$ cat src/rtl/muldiv_ctrl_if.sv
// Signal bundle between muldiv_ctrl, the execute stage and the mult/div engines.
// The slave side is the controller. The master side is its environment: the execute stage plus both engines.
interface muldiv_ctrl_if;
    // execute-stage request
    logic        req_valid;
    logic [3:0]  req_op;
    logic [31:0] req_a;
    logic [31:0] req_b;
    logic [31:0] hi_in;
    logic [31:0] lo_in;
    logic        flush;
    logic        stall;

    // result back to the execute stage
    logic        res_valid;
    logic [31:0] hi_out;
    logic [31:0] lo_out;
    logic        hi_w;
    logic        lo_w;
    logic [31:0] gpr_out;
    logic        gpr_w;

    // multiplier engine
    logic        mul_valid;
    logic [31:0] mul_a;
    logic [31:0] mul_b;
    logic        mul_done;
    logic [63:0] mul_c;

    // divider engine
    logic        div_valid;
    logic [31:0] div_a;
    logic [31:0] div_b;
    logic        div_done;
    logic [63:0] div_c;

    modport master (
        output req_valid, req_op, req_a, req_b, hi_in, lo_in, flush,
        output mul_done, mul_c, div_done, div_c,
        input  stall, res_valid, hi_out, lo_out, hi_w, lo_w, gpr_out, gpr_w,
        input  mul_valid, mul_a, mul_b, div_valid, div_a, div_b
    );

    modport slave (
        input  req_valid, req_op, req_a, req_b, hi_in, lo_in, flush,
        input  mul_done, mul_c, div_done, div_c,
        output stall, res_valid, hi_out, lo_out, hi_w, lo_w, gpr_out, gpr_w,
        output mul_valid, mul_a, mul_b, div_valid, div_a, div_b
    );
endinterface

$ cat src/rtl/muldiv_ctrl.sv
// HI/LO-class sequencer that shares one unsigned multiplier and one unsigned divider.
// It handles sign handling, MADD/MSUB accumulation and divide-by-zero, and returns a one-cycle result pulse.
module muldiv_ctrl (
    input logic          clk,
    input logic          resetn,
    muldiv_ctrl_if.slave bus
);
    typedef enum logic [2:0] {
        S_IDLE,
        S_MUL,
        S_DIV,
        S_FIX,
        S_DONE
    } state_t;

    typedef enum logic [3:0] {
        OP_MULT  = 4'd0,
        OP_MULTU = 4'd1,
        OP_DIV   = 4'd2,
        OP_DIVU  = 4'd3,
        OP_MADD  = 4'd4,
        OP_MADDU = 4'd5,
        OP_MSUB  = 4'd6,
        OP_MSUBU = 4'd7,
        OP_MUL   = 4'd8
    } op_t;

    state_t      state;
    op_t         op_q;
    logic [31:0] hi_q;
    logic [31:0] lo_q;
    logic [31:0] a_q;
    logic [31:0] b_q;
    logic        neg_q;
    logic        neg_r;
    logic [63:0] res_q;
    logic        mul_valid_q;
    logic        div_valid_q;
    logic [31:0] hi_out_q;
    logic [31:0] lo_out_q;
    logic [31:0] gpr_out_q;
    logic        hi_w_q;
    logic        lo_w_q;
    logic        gpr_w_q;

    // Request decode. Odd codes 1..7 are the unsigned variants, and MUL is signed.
    logic        req_legal;
    logic        req_signed;
    logic        req_is_div;
    logic        req_div0;
    logic [31:0] a_mag;
    logic [31:0] b_mag;

    // NOTE: every always_comb output gets a default before any branch, so no latch can be inferred.
    always_comb begin
        req_legal  = (bus.req_op <= 4'd8);
        req_signed = (bus.req_op == OP_MUL) || !bus.req_op[0];
        req_is_div = (bus.req_op == OP_DIV) || (bus.req_op == OP_DIVU);
        req_div0   = req_is_div && (bus.req_b == 32'd0);
        a_mag      = (req_signed && bus.req_a[31]) ? -bus.req_a : bus.req_a;
        b_mag      = (req_signed && bus.req_b[31]) ? -bus.req_b : bus.req_b;
    end

    // Sign fix-up and accumulation, applied in the FIX cycle.
    logic [63:0] prod;
    logic [63:0] acc_res;
    logic [31:0] quo;
    logic [31:0] rem;

    always_comb begin
        prod    = neg_q ? -res_q : res_q;
        quo     = neg_q ? -res_q[31:0] : res_q[31:0];
        rem     = neg_r ? -res_q[63:32] : res_q[63:32];
        acc_res = prod;
        case (op_q)
            OP_MADD, OP_MADDU: acc_res = {hi_q, lo_q} + prod;
            OP_MSUB, OP_MSUBU: acc_res = {hi_q, lo_q} - prod;
            default: ;
        endcase
    end

    // NOTE: sequential state uses non-blocking assignments only, so every register samples pre-edge values.
    always_ff @(posedge clk or negedge resetn) begin
        if (!resetn) begin
            state       <= S_IDLE;
            op_q        <= OP_MULT;
            hi_q        <= '0;
            lo_q        <= '0;
            a_q         <= '0;
            b_q         <= '0;
            neg_q       <= 1'b0;
            neg_r       <= 1'b0;
            res_q       <= '0;
            mul_valid_q <= 1'b0;
            div_valid_q <= 1'b0;
            hi_out_q    <= '0;
            lo_out_q    <= '0;
            gpr_out_q   <= '0;
            hi_w_q      <= 1'b0;
            lo_w_q      <= 1'b0;
            gpr_w_q     <= 1'b0;
        end else if (bus.flush) begin
            state       <= S_IDLE;
            mul_valid_q <= 1'b0;
            div_valid_q <= 1'b0;
            hi_w_q      <= 1'b0;
            lo_w_q      <= 1'b0;
            gpr_w_q     <= 1'b0;
        end else begin
            case (state)
                S_IDLE: begin
                    if (bus.req_valid && req_legal) begin
                        op_q <= op_t'(bus.req_op);
                        hi_q <= bus.hi_in;
                        lo_q <= bus.lo_in;
                        a_q  <= a_mag;
                        b_q  <= b_mag;
                        if (req_div0) begin
                            // The final result is preloaded raw. Clearing the sign flags makes FIX pass it through.
                            neg_q <= 1'b0;
                            neg_r <= 1'b0;
                            res_q <= {bus.req_a, 32'hFFFF_FFFF};
                            state <= S_FIX;
                        end else begin
                            neg_q <= req_signed && (bus.req_a[31] ^ bus.req_b[31]);
                            neg_r <= req_signed && bus.req_a[31];
                            if (req_is_div) begin
                                div_valid_q <= 1'b1;
                                state       <= S_DIV;
                            end else begin
                                mul_valid_q <= 1'b1;
                                state       <= S_MUL;
                            end
                        end
                    end
                end
                S_MUL: begin
                    if (bus.mul_done) begin
                        res_q       <= bus.mul_c;
                        mul_valid_q <= 1'b0;
                        state       <= S_FIX;
                    end
                end
                S_DIV: begin
                    if (bus.div_done) begin
                        res_q       <= bus.div_c;
                        div_valid_q <= 1'b0;
                        state       <= S_FIX;
                    end
                end
                S_FIX: begin
                    if (op_q == OP_DIV || op_q == OP_DIVU) begin
                        hi_out_q <= rem;
                        lo_out_q <= quo;
                        hi_w_q   <= 1'b1;
                        lo_w_q   <= 1'b1;
                    end else if (op_q == OP_MUL) begin
                        gpr_out_q <= prod[31:0];
                        gpr_w_q   <= 1'b1;
                    end else begin
                        hi_out_q <= acc_res[63:32];
                        lo_out_q <= acc_res[31:0];
                        hi_w_q   <= 1'b1;
                        lo_w_q   <= 1'b1;
                    end
                    state <= S_DONE;
                end
                S_DONE: begin
                    hi_w_q  <= 1'b0;
                    lo_w_q  <= 1'b0;
                    gpr_w_q <= 1'b0;
                    state   <= S_IDLE;
                end
                default: state <= S_IDLE;
            endcase
        end
    end

    // Engine operands stay constant from acceptance until the result is captured.
    assign bus.mul_valid = mul_valid_q;
    assign bus.mul_a     = a_q;
    assign bus.mul_b     = b_q;
    assign bus.div_valid = div_valid_q;
    assign bus.div_a     = a_q;
    assign bus.div_b     = b_q;

    assign bus.hi_out  = hi_out_q;
    assign bus.lo_out  = lo_out_q;
    assign bus.gpr_out = gpr_out_q;
    assign bus.hi_w    = hi_w_q;
    assign bus.lo_w    = lo_w_q;
    assign bus.gpr_w   = gpr_w_q;

    // A flush in the DONE cycle suppresses the result. Stall also stays low while reset is held.
    assign bus.res_valid = (state == S_DONE) && !bus.flush;
    assign bus.stall     = resetn && bus.req_valid && req_legal && (state != S_DONE);
endmodule

$ cat src/flat_wrapper.sv
// flat-port wrapper written by rule: the top's interface ports become plain ports
module muldiv_ctrl_flat 
  (clk, resetn, bus_req_valid, bus_req_op, bus_req_a, bus_req_b, bus_hi_in, bus_lo_in, bus_flush, bus_mul_done, bus_mul_c, bus_div_done, bus_div_c, bus_stall, bus_res_valid, bus_hi_out, bus_lo_out, bus_hi_w, bus_lo_w, bus_gpr_out, bus_gpr_w, bus_mul_valid, bus_mul_a, bus_mul_b, bus_div_valid, bus_div_a, bus_div_b);
  muldiv_ctrl_if bus_i ();
  input logic clk;
  input logic resetn;
  input wire logic [$bits(bus_i.req_valid)-1:0] bus_req_valid;
  input wire logic [$bits(bus_i.req_op)-1:0] bus_req_op;
  input wire logic [$bits(bus_i.req_a)-1:0] bus_req_a;
  input wire logic [$bits(bus_i.req_b)-1:0] bus_req_b;
  input wire logic [$bits(bus_i.hi_in)-1:0] bus_hi_in;
  input wire logic [$bits(bus_i.lo_in)-1:0] bus_lo_in;
  input wire logic [$bits(bus_i.flush)-1:0] bus_flush;
  input wire logic [$bits(bus_i.mul_done)-1:0] bus_mul_done;
  input wire logic [$bits(bus_i.mul_c)-1:0] bus_mul_c;
  input wire logic [$bits(bus_i.div_done)-1:0] bus_div_done;
  input wire logic [$bits(bus_i.div_c)-1:0] bus_div_c;
  output wire logic [$bits(bus_i.stall)-1:0] bus_stall;
  output wire logic [$bits(bus_i.res_valid)-1:0] bus_res_valid;
  output wire logic [$bits(bus_i.hi_out)-1:0] bus_hi_out;
  output wire logic [$bits(bus_i.lo_out)-1:0] bus_lo_out;
  output wire logic [$bits(bus_i.hi_w)-1:0] bus_hi_w;
  output wire logic [$bits(bus_i.lo_w)-1:0] bus_lo_w;
  output wire logic [$bits(bus_i.gpr_out)-1:0] bus_gpr_out;
  output wire logic [$bits(bus_i.gpr_w)-1:0] bus_gpr_w;
  output wire logic [$bits(bus_i.mul_valid)-1:0] bus_mul_valid;
  output wire logic [$bits(bus_i.mul_a)-1:0] bus_mul_a;
  output wire logic [$bits(bus_i.mul_b)-1:0] bus_mul_b;
  output wire logic [$bits(bus_i.div_valid)-1:0] bus_div_valid;
  output wire logic [$bits(bus_i.div_a)-1:0] bus_div_a;
  output wire logic [$bits(bus_i.div_b)-1:0] bus_div_b;
  assign bus_i.req_valid = bus_req_valid;
  assign bus_i.req_op = bus_req_op;
  assign bus_i.req_a = bus_req_a;
  assign bus_i.req_b = bus_req_b;
  assign bus_i.hi_in = bus_hi_in;
  assign bus_i.lo_in = bus_lo_in;
  assign bus_i.flush = bus_flush;
  assign bus_i.mul_done = bus_mul_done;
  assign bus_i.mul_c = bus_mul_c;
  assign bus_i.div_done = bus_div_done;
  assign bus_i.div_c = bus_div_c;
  assign bus_stall = bus_i.stall;
  assign bus_res_valid = bus_i.res_valid;
  assign bus_hi_out = bus_i.hi_out;
  assign bus_lo_out = bus_i.lo_out;
  assign bus_hi_w = bus_i.hi_w;
  assign bus_lo_w = bus_i.lo_w;
  assign bus_gpr_out = bus_i.gpr_out;
  assign bus_gpr_w = bus_i.gpr_w;
  assign bus_mul_valid = bus_i.mul_valid;
  assign bus_mul_a = bus_i.mul_a;
  assign bus_mul_b = bus_i.mul_b;
  assign bus_div_valid = bus_i.div_valid;
  assign bus_div_a = bus_i.div_a;
  assign bus_div_b = bus_i.div_b;
  muldiv_ctrl u_core (.clk(clk), .resetn(resetn), .bus(bus_i));
endmodule
$ cat config.mk
export PLATFORM = sky130hd
export DESIGN_NAME = muldiv_ctrl_flat
export DESIGN_NICKNAME = d
export VERILOG_FILES = /design/src/rtl/muldiv_ctrl_if.sv /design/src/rtl/muldiv_ctrl.sv /design/src/flat_wrapper.sv
export SDC_FILE = /design/constraint.sdc
export NUM_CORES = 1
export LEC_CHECK = 0
export ABC_AREA = 1
export BUFFER_PORTS_ARGS = -buffer_cell sky130_fd_sc_hd__buf_2
export CORE_UTILIZATION = 51
export DETAILED_ROUTE_END_ITERATION = 10
export PLACE_DENSITY_LB_ADDON = 0.3
export SLEW_MARGIN = 20
export SYNTH_ARGS = -nofsm -noshare
export SYNTH_HDL_FRONTEND = slang
export SYNTH_SLANG_ARGS = --single-unit
$ cat constraint.sdc
create_clock -name clk -period 4.2 [get_ports clk]
set_input_delay 0.63 -clock clk [delete_from_list [all_inputs] [get_ports clk]]
set_output_delay 0.63 -clock clk [all_outputs]
set_load 0.1 [all_outputs]
### Word level (Yosys, flattened, before mapping)

Cells that the tools add are included.
Widths: inputs -> output; s select.

| operators by class | value |
|---|---|
| $add $sub $neg | 7 |
| magnitude comparators | 1 |
| equal/unequal tests | 29 |
| muxes and demuxes | 44 |
| bitwise logic cells | 3 |
| reductions and logical operators | 31 |

Operators with widths:

| cell | count |
|---|---|
| $mux 64 | 5 |
| $mux 32 | 8 |
| $pmux 64 s3 | 1 |
| $neg 32->32 | 4 |
| $pmux 64 s2 | 1 |
| $add 64x64->64 | 1 |
| $neg 64->64 | 1 |
| $sub 64x64->64 | 1 |
| $logic_not 32->1 | 1 |
| $mux 1 | 18 |
| $ne 3x3->1 const B | 6 |
| $eq 4x2->1 const B | 4 |
| $eq 4x3->1 const B | 4 |
| $mux 3 | 5 |
| $pmux 3 s4 | 1 |
| $reduce_and 3->1 | 4 |
| $reduce_bool 3->1 | 4 |
| $reduce_and 5->1 | 2 |
| $logic_and 1x1->1 | 9 |
| $ne 3x2->1 const B | 3 |
| $eq 4x4->1 const B | 2 |
| $pmux 1 s2 | 4 |
| $eq 3x2->1 const B | 2 |
| $ne 2x1->1 const B | 3 |
| other kinds (15) | 21 |

| storage, ports and cells | value |
|---|---|
| register bits after elaboration | 301 |
| output and inout port bits | 231 |

### Depth between registers and ports, before layout

| logic depth | value |
|---|---|
| depth in word-level cells | 7 |
| depth in mapped cells | 37 |

### Worst setup path after synthesis

Ideal clock, no wire load.

| path | value |
|---|---|
| path type | register to register |
| start point | register u_core.op_q[3] |
| end point | register u_core.hi_out_q[6] (netlist: u_core.bus.hi_out[6]) |
| arrival time | 4.323 ns |
| slack | -0.246 ns |
| stages on the path, launching flop included | 25 |
| path buffers | 3 |
| period minus slack after synthesis | 4.446 ns |
| cells stage by stage | dfrtp_1 nor2_1 inv_1 nor2_4 inv_1 clkbuf_1 clkbuf_1 clkbuf_1 nand2_1 xor2_1 inv_1 fa_1 nand3_1 nand3_1 a21oi_1 o21bai_1 a21oi_1 inv_1 a21oi_1 o21ai_0 or2_2 nand3_1 a21oi_1 o21ai_0 nand2_1 |

| between the ends | value |
|---|---|
| word-level cells in the longest chain between the ends | 5 |
| elaborated cells between the ends (all ways) | 15 |
| those cells by class | eq/ne (8); mux (3); reduce/logical (4) |

RTL lines:

| item | RTL line | RTL |
|---|---|---|
| start: declaration | muldiv_ctrl.sv:29 | `op_t op_q;` |
| start signal: assignment | muldiv_ctrl.sv:113 | `op_q <= op_t'(bus.req_op);` |
| $eq 4x3->1 | muldiv_ctrl.sv:75 | `case (op_q)` |
| $reduce_or 2->1 | muldiv_ctrl.sv:75 |  |
| $pmux 64 s2 | muldiv_ctrl.sv:75 |  |
| $mux 32 | muldiv_ctrl.sv:157 | `end else if (op_q == OP_MUL) begin` |
| $mux 32 | muldiv_ctrl.sv:152 | `if (op_q == OP_DIV \|\| op_q == OP_DIVU) begin` |
| end signal: assignment | muldiv_ctrl.sv:153 | `hi_out_q <= rem;` |
| end signal: assignment | muldiv_ctrl.sv:161 | `hi_out_q <= acc_res[63:32];` |
| end: declaration | muldiv_ctrl.sv:39 | `logic [31:0] hi_out_q;` |

Several ways; a longest one is shown, not always the timed one. The select of a mux whose other input is x is not followed.
A chain may end at the register's enable or synchronous reset.

### Worst setup path in the final report

| path | value |
|---|---|
| start point | register u_core.res_q[1] |
| end point | register u_core.hi_out_q[28] (netlist: u_core.bus.hi_out[28]) |

| between the ends | value |
|---|---|
| word-level cells in the longest chain between the ends | 6 |
| elaborated cells between the ends (all ways) | 7 |
| those cells by class | add/sub (3); mux (4) |

RTL lines:

| item | RTL line | RTL |
|---|---|---|
| start: declaration | muldiv_ctrl.sv:36 | `logic [63:0] res_q;` |
| start signal: assignment | muldiv_ctrl.sv:122 | `res_q <= {bus.req_a, 32'hFFFF_FFFF};` |
| start signal: assignment | muldiv_ctrl.sv:139 | `res_q <= bus.mul_c;` |
| start signal: assignment | muldiv_ctrl.sv:146 | `res_q <= bus.div_c;` |
| $neg 64->64 | muldiv_ctrl.sv:71 | `prod = neg_q ? -res_q : res_q;` |
| $mux 64 (*) | muldiv_ctrl.sv:71 |  |
| $sub 64x64->64 / $add 64x64->64 (equally long branches) | muldiv_ctrl.sv:77, muldiv_ctrl.sv:76 |  |
| $pmux 64 s2 (*) | muldiv_ctrl.sv:75 |  |
| $mux 32 (*) | muldiv_ctrl.sv:157 |  |
| $mux 32 (*) | muldiv_ctrl.sv:152 |  |

Every way passes the cells marked *; elsewhere a longest branch is shown, timed or not. The select of a mux whose other input is x is not followed.

==> summary.txt <==
DRT Wirelength - 102 mm
initial antenna violation count - 16
Max-slew headroom - 30.5%
post-synthesis cell count - 3700
post-synthesis mux area share - 0%
RSZ-0062 raised after global routing - true
Synth Area in Simple Gates - 33.3%
DR vias/cell - 5.53
setup ws final - -606 ps
Final setup viols - 38
EDFF count, synth - 0
post-synthesis compound-gate area fraction - 16.0%
drt drc - 0
Port Buf Inserts - 496
DIE AREA - 47700 um2
HP Class - in2reg
final hold slack - 259 ps
yosys warns - 0
GRT Total Usage - 41.3%
R2R Path End - u_core.bus.hi_out[28]
slowest cell on the critical path - dfrtp_1
max cap viols - 0
Cell Count, Final, Fillers Out - 5331
top cells by area, synth - dfrtp_1, nand2_1, o21ai_0, nor2_1, inv_1
outcome - finished, violations left
initial DRC count - 2997
post-synth net total - 4034
Synth Area per Inst - 6.45 um2
Hold Path Stages - 3
largest stage delay on the critical path - 400 ps
startpoint types - register
violated checks - setup timing
Root Buffer Master - clkbuf_16
Pre-Repair DR Iteration Count - 5
M2 GR Usage - 65.3%
Layout area overhead - 43.9%
top-area cell type share of the netlist area - 31.5%
CTS tree - done
type of element capturing the critical path - register
Worst-Margin Slew - 1040 ps
clk buf depth - 3
Max FO, Critical Path - 6
Avg WL per Cell - 19.2 um
CTS clk-pin slew, worst paths - 60 ps
Synth Area in XOR/XNOR - 5.24%
gpl congestion - 1.07
final instance area - 34400 um2
Core Region - 45800 um2
WS Path Type - reg2reg
Die X - 218 um
GR Layer Usage met1 - 55.6%
ys flop type - dfrtp_1
nets - 5021
async set-reset flop share out of synthesis - 100%
post-route ant nets - 0
Die Y - 218 um
share of cells above drive strength 1 - 34.7%
Worst R2R Path Depth - 35
largest family of logic cells by synthesized area - simple AND/OR/NAND/NOR gates
post-synthesis sequential area ratio - 31.5%
GRT overflow - 0
placed cell areas - 30600 um2
global-route wire length before repair - 152 mm
Vias - 29500
Slew Viols, Final - 0
cell area after synthesis - 23900 um2
Clock Latency Late Sink - 580 ps
std cell rows - 78
cell mode on critical path - nand2_1
H-tree Lvls - 2
#FFs+latches synth - 301
met3 Usage GRT - 4.98%
vias in the first global route - 27300
Synth Area in Adders - 3.59%
most area-hungry cell type in the Yosys netlist - dfrtp_1
period utilization - 114%
Initial Util - 52.2%
Netlist cell types - 56
global routing's busiest layer - met2
CP required - 4650 ps
Final Hold Fails - 0
I/O Pins - 497
setup total negative slack - -15220 ps
WHS Endpoint - u_core.lo_q[31]
start of the worst register-to-register path - u_core.res_q[1]
clk sink count - 301
largest net degree at the start of global routing - 129
register-to-register path setup slack - -610 ps
beginning of the worst hold path - bus_lo_in[31]
Max Fclk - 208 MHz
hpwl dp - 78.7 mm
CTS Buf Count - 36
clock skew - 24.8 ps
Placed Instances - 5186
post-layout min period - 4810 ps
CP arrival - 5260 ps
cell usage after synthesis, types with 2 or more instances:
| master | n |
|---|---|
| nand3_4 | 2 |
| a31oi_1 | 44 |
| nor2_8 | 2 |
| nand4_1 | 32 |
| nor2_2 | 11 |
| nor2_4 | 7 |
| buf_2 | 15 |
| o221ai_1 | 6 |
| a21oi_1 | 179 |
| nor3_2 | 3 |
| nor4_1 | 14 |
| nand2_4 | 2 |
| xnor2_1 | 20 |
| o41ai_1 | 2 |
| o21ai_1 | 5 |
| nor3b_1 | 2 |
| buf_4 | 69 |
| nand3_2 | 5 |
| nand2_2 | 15 |
| nand2_1 | 1114 |
| a21o_1 | 13 |
| a211oi_1 | 3 |
| o21ai_4 | 2 |
| inv_1 | 380 |
| a21oi_2 | 3 |
| o21ai_2 | 2 |
| clkbuf_1 | 102 |
| and2_1 | 4 |
| clkinv_1 | 3 |
| nor2_1 | 425 |
| inv_2 | 8 |
| dfrtp_1 | 301 |
| o31ai_1 | 8 |
| nand3b_1 | 6 |
| o21a_1 | 9 |
| o21bai_1 | 12 |
| ha_1 | 67 |
| nand3_1 | 211 |
| xor2_1 | 123 |
| nor3_1 | 42 |
| o211ai_1 | 37 |
| o21ai_0 | 359 |
| or2_2 | 14 |
| buf_1 | 5 |
through the flow:
| stage | util (%) | worst slack [ps] |
|---|---|---|
| floorplan | - | 32.6 |
| global placement | 66.9 | -748 |
| detailed placement | 66.9 | -874 |
| CTS | 73.0 | -422 |
| global route | 75.1 | -873 |
| finish | 75.1 | -606 |
cells in the final DEF, fill, tap and decap left out, types with 16 or more instances in the layout:
cell and instances:
a31oi_1 33, o21ai_0 309, nand2_1 1047, xor2_1 107, ha_1 37, nor2_2 60
ha_4 27, nor2_1 350, dfrtp_1 300, diode_2 16, nand3_1 186, nand2_4 16
nand2_2 68, nor2_4 33, o21ai_2 18, xnor2_1 19, inv_1 358, nand4_1 32
buf_2 495, inv_2 29, o211ai_1 37, a21oi_2 53, a21oi_1 121, nor3_1 28
clkbuf_16 38, o21ai_1 37, buf_4 624, nand3_2 25
flip-flops by register name, summed over array words and instances, names as in the netlist, 3 cells and up:
signal              count
u_core.bus.div_a       32
u_core.bus.div_b       32
u_core.bus.gpr_out     32
u_core.bus.hi_out      32
u_core.bus.lo_out      32
u_core.hi_q            32
u_core.lo_q            32
u_core.op_q             4
u_core.res_q           64
u_core.state            3
per-layer routing:
metal	part of all wire [%]	vias to the layer above
li1	-	13900
met1	40	13800
met2	45	1602
met3	9.1	268
met4	5.4	0
met5	0	-
worst max-delay path by stage:
stage               startpoint               endpoint  slack, ps  cells past startpoint
2_1_floorplan  u_core.res_q[0]  u_core.bus.hi_out[19]         30                     31
3_3_place_gp   u_core.res_q[1]  u_core.bus.hi_out[24]       -750                     31
3_5_place_dp   u_core.res_q[1]  u_core.bus.hi_out[24]       -870                     29
4_1_cts        u_core.res_q[1]  u_core.bus.hi_out[19]       -420                     31
5_1_grt        u_core.res_q[1]  u_core.bus.hi_out[29]       -870                     32
6_report       u_core.res_q[1]  u_core.bus.hi_out[28]       -610                     35
critical path: cells and delay by family (launching register included):
family | cells | cell delay, ps
and+or+nand+nor | 20 | 1890
AOI/OAI and AO/OA | 6 | 960
buffers and inverters | 6 | 770
adders and majority gates | 2 | 460
DFF | 1 | 400
xor gates and xnor gates | 1 | 240
repair_timing:
action,CTS,global route
setup endpoints to repair,39,47
hold buffers,1,0
pin swaps,86,119
hold endpoints to repair,28,0
gates resized for setup,267,215
buffers inserted,39,25
cell type report:
type | instances | area (um2)
multi-input combinational | 2817 | 15800
fill | 3788 | 11400
sequential | 301 | 7530
timing repair buffer | 1140 | 7450
inverter | 391 | 1470
clock buffer | 49 | 1060
tap | 600 | 751
clock inverter | 17 | 236
antenna | 16 | 40.0
cell families after synthesis:
family          after synthesis
flops                       301
simple gates               1914
compound gates              692
buf+inv                     582
xor+xnor                    143
fa+ha+maj                    68
Power is not shown: default switching activity piles up to over one toggle a cycle in this logic, so the estimate is an artifact.
